<file path="config.mk">
export PLATFORM = sky130hd
export DESIGN_NAME = shift_sequencer
export DESIGN_NICKNAME = d
export VERILOG_FILES = /design/src/rtl/shift_sequencer.sv
export SDC_FILE = /design/constraint.sdc
export NUM_CORES = 1
export LEC_CHECK = 0
export CORE_ASPECT_RATIO = 0.8
export CORE_UTILIZATION = 45
export CTS_CLUSTER_DIAMETER = 80
export DETAILED_ROUTE_END_ITERATION = 16
export PLACE_DENSITY = 0.86
export SETUP_SLACK_MARGIN = 0.1
export SLEW_MARGIN = 20
export SYNTH_ARGS = -nofsm -noshare
export SYNTH_HDL_FRONTEND = slang
export SYNTH_SLANG_ARGS = --single-unit
</file>
<file path="constraint.sdc">
create_clock -name clk -period 2.8 [get_ports clk]
set_clock_uncertainty 0.1 [all_clocks]
set_input_delay 0.56 -clock clk [delete_from_list [all_inputs] [get_ports clk]]
set_output_delay 0.56 -clock clk [all_outputs]
set_load 0.02 [all_outputs]
</file>
<file path="src/rtl/shift_sequencer.sv">
// -----------------------------------------------------------------------------
// shift_sequencer
//
// Command-driven controller for one 8-bit load/shift-right register.
// A command {operand, shift amount, arithmetic flag} is accepted over a
// valid/ready handshake. The block then drives the shifter's load, shift and
// ASR controls for the exact number of cycles. It captures the shifter output
// and returns it over a second valid/ready handshake.
//
// Handshake rule (both channels): a transfer happens on the rising clk edge
// where valid && ready are both high. Once valid is raised it is held, and its
// payload is held stable, until that edge. The ready signal may be high or low
// regardless of valid.
//
// Optional feature: define SHIFT_SEQ_ABORT_EN to add the 'abort' input. Abort
// cancels an operation in LOAD/SHIFT/CAPT with no response.
//
// Ports:
//   clk            in   system clock, rising edge, shared with the shifter
//   reset          in   asynchronous active-high reset
//   cmd_valid      in   command present
//   cmd_ready      out  command accepted when cmd_valid && cmd_ready (IDLE only)
//   cmd_data       in   operand
//   cmd_amt        in   number of right shifts (modulo 2^AMT_W)
//   cmd_arith      in   1 = sign fill, 0 = zero fill
//   sh_load_val    out  shifter LoadVal
//   sh_load_n      out  shifter Load_n (active low)
//   sh_shift_right out  shifter ShiftRight
//   sh_asr         out  shifter ASR
//   sh_q           in   shifter output
//   res_valid      out  result available
//   res_ready      in   result consumed when res_valid && res_ready
//   res_data       out  captured result
//   busy           out  high in any state other than IDLE
//   abort          in   (SHIFT_SEQ_ABORT_EN only) cancel current operation
// -----------------------------------------------------------------------------
module shift_sequencer #(
    parameter int WIDTH = 8,
    parameter int AMT_W = 3
) (
    input  logic             clk,
    input  logic             reset,
    input  logic             cmd_valid,
    output logic             cmd_ready,
    input  logic [WIDTH-1:0] cmd_data,
    input  logic [AMT_W-1:0] cmd_amt,
    input  logic             cmd_arith,
    output logic [WIDTH-1:0] sh_load_val,
    output logic             sh_load_n,
    output logic             sh_shift_right,
    output logic             sh_asr,
    input  logic [WIDTH-1:0] sh_q,
`ifdef SHIFT_SEQ_ABORT_EN
    input  logic             abort,
`endif
    output logic             res_valid,
    input  logic             res_ready,
    output logic [WIDTH-1:0] res_data,
    output logic             busy
);

    typedef enum logic [2:0] {
        IDLE  = 3'd0,
        LOAD  = 3'd1,
        SHIFT = 3'd2,
        CAPT  = 3'd3,
        RESP  = 3'd4
    } state_t;

    localparam logic [AMT_W-1:0] AMT_ONE = AMT_W'(1);

    state_t           state;
    logic [AMT_W-1:0] count;

    // The only combinational output. It is masked by reset so that no command
    // is seen as accepted while reset is held.
    assign cmd_ready = (state == IDLE) && !reset;

    always_ff @(posedge clk or posedge reset) begin
        if (reset) begin
            state          <= IDLE;
            count          <= '0;
            sh_load_val    <= '0;
            sh_load_n      <= 1'b1;
            sh_shift_right <= 1'b0;
            sh_asr         <= 1'b0;
            res_valid      <= 1'b0;
            res_data       <= '0;
            busy           <= 1'b0;
        end else begin
`ifdef SHIFT_SEQ_ABORT_EN
            if (abort && (state == LOAD || state == SHIFT || state == CAPT)) begin
                state          <= IDLE;
                count          <= '0;
                sh_load_val    <= '0;
                sh_load_n      <= 1'b1;
                sh_shift_right <= 1'b0;
                sh_asr         <= 1'b0;
                busy           <= 1'b0;
            end else
`endif
            begin
                case (state)
                    IDLE: begin
                        if (cmd_valid) begin
                            // load_val and asr stay frozen until the next
                            // accept. The shifter takes its ASR fill bit from
                            // LoadVal[MSB], so changing them mid-shift would
                            // corrupt the fill.
                            sh_load_val <= cmd_data;
                            sh_asr      <= cmd_arith;
                            count       <= cmd_amt;
                            sh_load_n   <= 1'b0;
                            busy        <= 1'b1;
                            state       <= LOAD;
                        end
                    end
                    LOAD: begin
                        // The shifter loads on this edge.
                        sh_load_n <= 1'b1;
                        if (count != '0) begin
                            sh_shift_right <= 1'b1;
                            state          <= SHIFT;
                        end else begin
                            state <= CAPT;
                        end
                    end
                    SHIFT: begin
                        // One shift per edge. Leave after the count-th shift.
                        count <= count - AMT_ONE;
                        if (count == AMT_ONE) begin
                            sh_shift_right <= 1'b0;
                            state          <= CAPT;
                        end
                    end
                    CAPT: begin
                        res_data  <= sh_q;
                        res_valid <= 1'b1;
                        state     <= RESP;
                    end
                    RESP: begin
                        if (res_ready) begin
                            res_valid <= 1'b0;
                            busy      <= 1'b0;
                            state     <= IDLE;
                        end
                    end
                    default: begin
                        state <= IDLE;
                        busy  <= 1'b0;
                    end
                endcase
            end
        end
    end

endmodule

</file>
==> out/results.ini <==
[status]
status=completed

[detailed_routing]
firstDrtPassIters=4
wl_um=2560
avgViaCountPerCell=4.93
drtAntennaViolNets=0
vias=947
routedWlPerCell_um=13.3
first_iter_violations=21
drc=0

[synth]
ys_types=32
syn_nets=137
ys_seq_area_share_pct=55.2
synthCells=110
synth.avg_cell_area_sq_um=11.1
syn-cell-area_sq_mm=0.00123
ys_seq_elements=27
yosys_warnings=0

[final_layout]
layout_commonest_cell=clkdlybuf4s50_1
multiInputGateArea_sq_um=468
area_delta_synth_final_pct=39.4
regArea_sq_um=677
final_cell_mix=clkdlybuf4s50_1, nand2_1, dfrtp_1, mux2_2
drive_above_1_share_pct=12.8
insertedDiodeCount=0
final_nets=184
final_cells=192
n_fill_cell=212

[floorplan]
fp.dieH_um=48.7
fp.coreArea_sq_mm=0.00252
start_util_pct=48.6
dieArea_sq_mm=0.00294
io_pins=46
rows=16
die_x_um=60.4

[power]
p_total_w=0.00194
peakVddDrop_mv=0.645
clkPwrFrac_pct=8.6
p_leak_nw=0.780
p_seq_share_pct=38.6
power_switching_w=0.000778
p_per_area_mw_per_mm2=1130
switching_share_pct=40.2
power_frac_comb_pct=52.9
internal_power_w=0.00116

[global_routing]
grt_pass1_vias=906
antenna_found_initial=0
grtUsageTotal_pct=19.3
grt_pass1_wl_um=4220
grt-ovfl-total=0
grt_max_degree=18

[cts]
cts_sinks=27
htreeDepth=1
cts_buffers=3
cts_buffer_depth=2
clk_pin_slew_ps=150
root_buffer=clkbuf_4
cts_setup_buffers=0
cts_hold_buf=0
cts_resized=0
tritoncts=done
clock_latency_ps=330

[worst_setup_path]
cp.arrival_ps=1880
r2r-start=state[1]
critPathKind=flip-flop to output port
critPathLaunchType=flip-flop
endpoint_kind=output port
rrSetupSlack_ps=1150
required_ps=2140
critPathMaxFanout=11
setup.worst_path.start=state[2]

[sta]
max_freq_mhz=393
fin_crit_ps=2540
worst_pin_slew_ps=473
drv_slew=0
rsz0062_at_grt=no
slew-limit-headroom_pct=68.3
setup_viol=0
hold_viol=0
tns_ps=0
period_share_pct=90.8

[worst_hold_path]
worst_hold_path_type=flip-flop to flip-flop
hold_start=sh_load_val[1]

[job]
cap_violations=0

[place]
gp_congestion=0.751
dpl.cell_count=188
hpwlAfterDp_um=1950
io_buffers=45

-- area by class of cell --
type                            count  area share (%)
Clock buffer                        3            1.32
Clock inverter                      1           0.293
Inverter                            7            1.54
Multi-Input combinational cell     71            27.4
Sequential cell                    27            39.6
Tap cell                           36            2.64
Timing Repair Buffer               47            27.2
-- through the flow --
| stage | area (sq um) | worst slack (ps) | util [%] | hold WS, ps |
|---|---|---|---|---|
| 2_1_floorplan | 1230 | 903 | - | 377 |
| 3_3_place_gp | 1680 | 360 | 66.7 | 358 |
| 3_5_place_dp | 1680 | 301 | 66.7 | 362 |
| 4_1_cts | 1710 | 259 | 67.8 | 396 |
| 5_1_grt | 1710 | 136 | 67.8 | 418 |
| 6_report | 1710 | 258 | 67.8 | 392 |
-- routing by layer --
metal / track usage, % / part of all wire [%]
met5: 0 / 0
met3: 7.75 / 7.9
met2: 31.9 / 50
met4: 2.33 / 0.23
met1: 24.1 / 41
-- cell families after synthesis --
logic type	after synthesis	synth area share (%)
AND/OR/NAND/NOR	46	18.9
flip-flops	27	55.2
AO/OA/AOI/OAI	14	8.88
buffers and inverters	12	6.63
multiplexers	8	7.35
adder cells (fa/ha/maj)	3	3.06
-- critical path, cell delays in order (launching register included) --
cell,delay [ps]
dfrtp_1,550
nor4_1,340
clkdlybuf4s50_1,670
-- registers in the layout (all words and copies together) (netlist names) --
register / count
res_data: 8
sh_load_val: 8
count: 3
state: 3
busy: 1
res_valid: 1
sh_asr: 1
sh_load_n: 1
sh_shift_right: 1
-- synthesized netlist by cell type --
cell | n | area share [%]
and2b_1 | 1 | 0.61
ha_1 | 3 | 3.1
nor4_1 | 1 | 0.51
nand2_2 | 1 | 0.51
nand2_1 | 28 | 8.6
mux2_2 | 8 | 7.3
or4b_4 | 1 | 1.1
a221oi_1 | 1 | 0.71
o2bb2ai_1 | 1 | 0.71
a311oi_1 | 1 | 0.71
nor4b_4 | 1 | 1.9
nand2b_1 | 1 | 0.51
a21o_1 | 1 | 0.61
a31oi_1 | 1 | 0.51
nor2b_1 | 1 | 0.51
nand3b_1 | 1 | 0.61
a211oi_1 | 2 | 1.2
a22o_1 | 1 | 0.71
nor3b_2 | 1 | 1.0
nor2_1 | 7 | 2.1
buf_6 | 3 | 2.8
inv_1 | 7 | 2.1
a221o_1 | 1 | 0.82
a21o_2 | 1 | 0.71
dfrtp_1 | 26 | 53
o22ai_1 | 1 | 0.51
buf_4 | 1 | 0.61
a32o_1 | 1 | 0.82
clkbuf_8 | 1 | 1.1
a21oi_1 | 2 | 0.82
dfstp_2 | 1 | 2.1
nor3_1 | 2 | 0.82
-- final timing paths --
kind,end,cells past startpoint
max,cmd_ready,2
min reg2reg,sh_load_val[1],2
max in group asynchronous,sh_load_n,3
min,sh_load_val[1],2
min in group asynchronous,sh_shift_right,2
max reg2reg,count[1],3
-- power by group through the flow --
stage	clock network [W]	logic [W]	registers (W)
floorplan	0	0.000522	0.000873
global placement	0	0.000996	0.000742
detailed placement	0	0.00103	0.000756
CTS	0.000174	0.00103	0.000748
global route	0.000188	0.00112	0.000773
finish	0.000166	0.00102	0.000746
No activity file was read; power rests on OpenSTA's default activity.
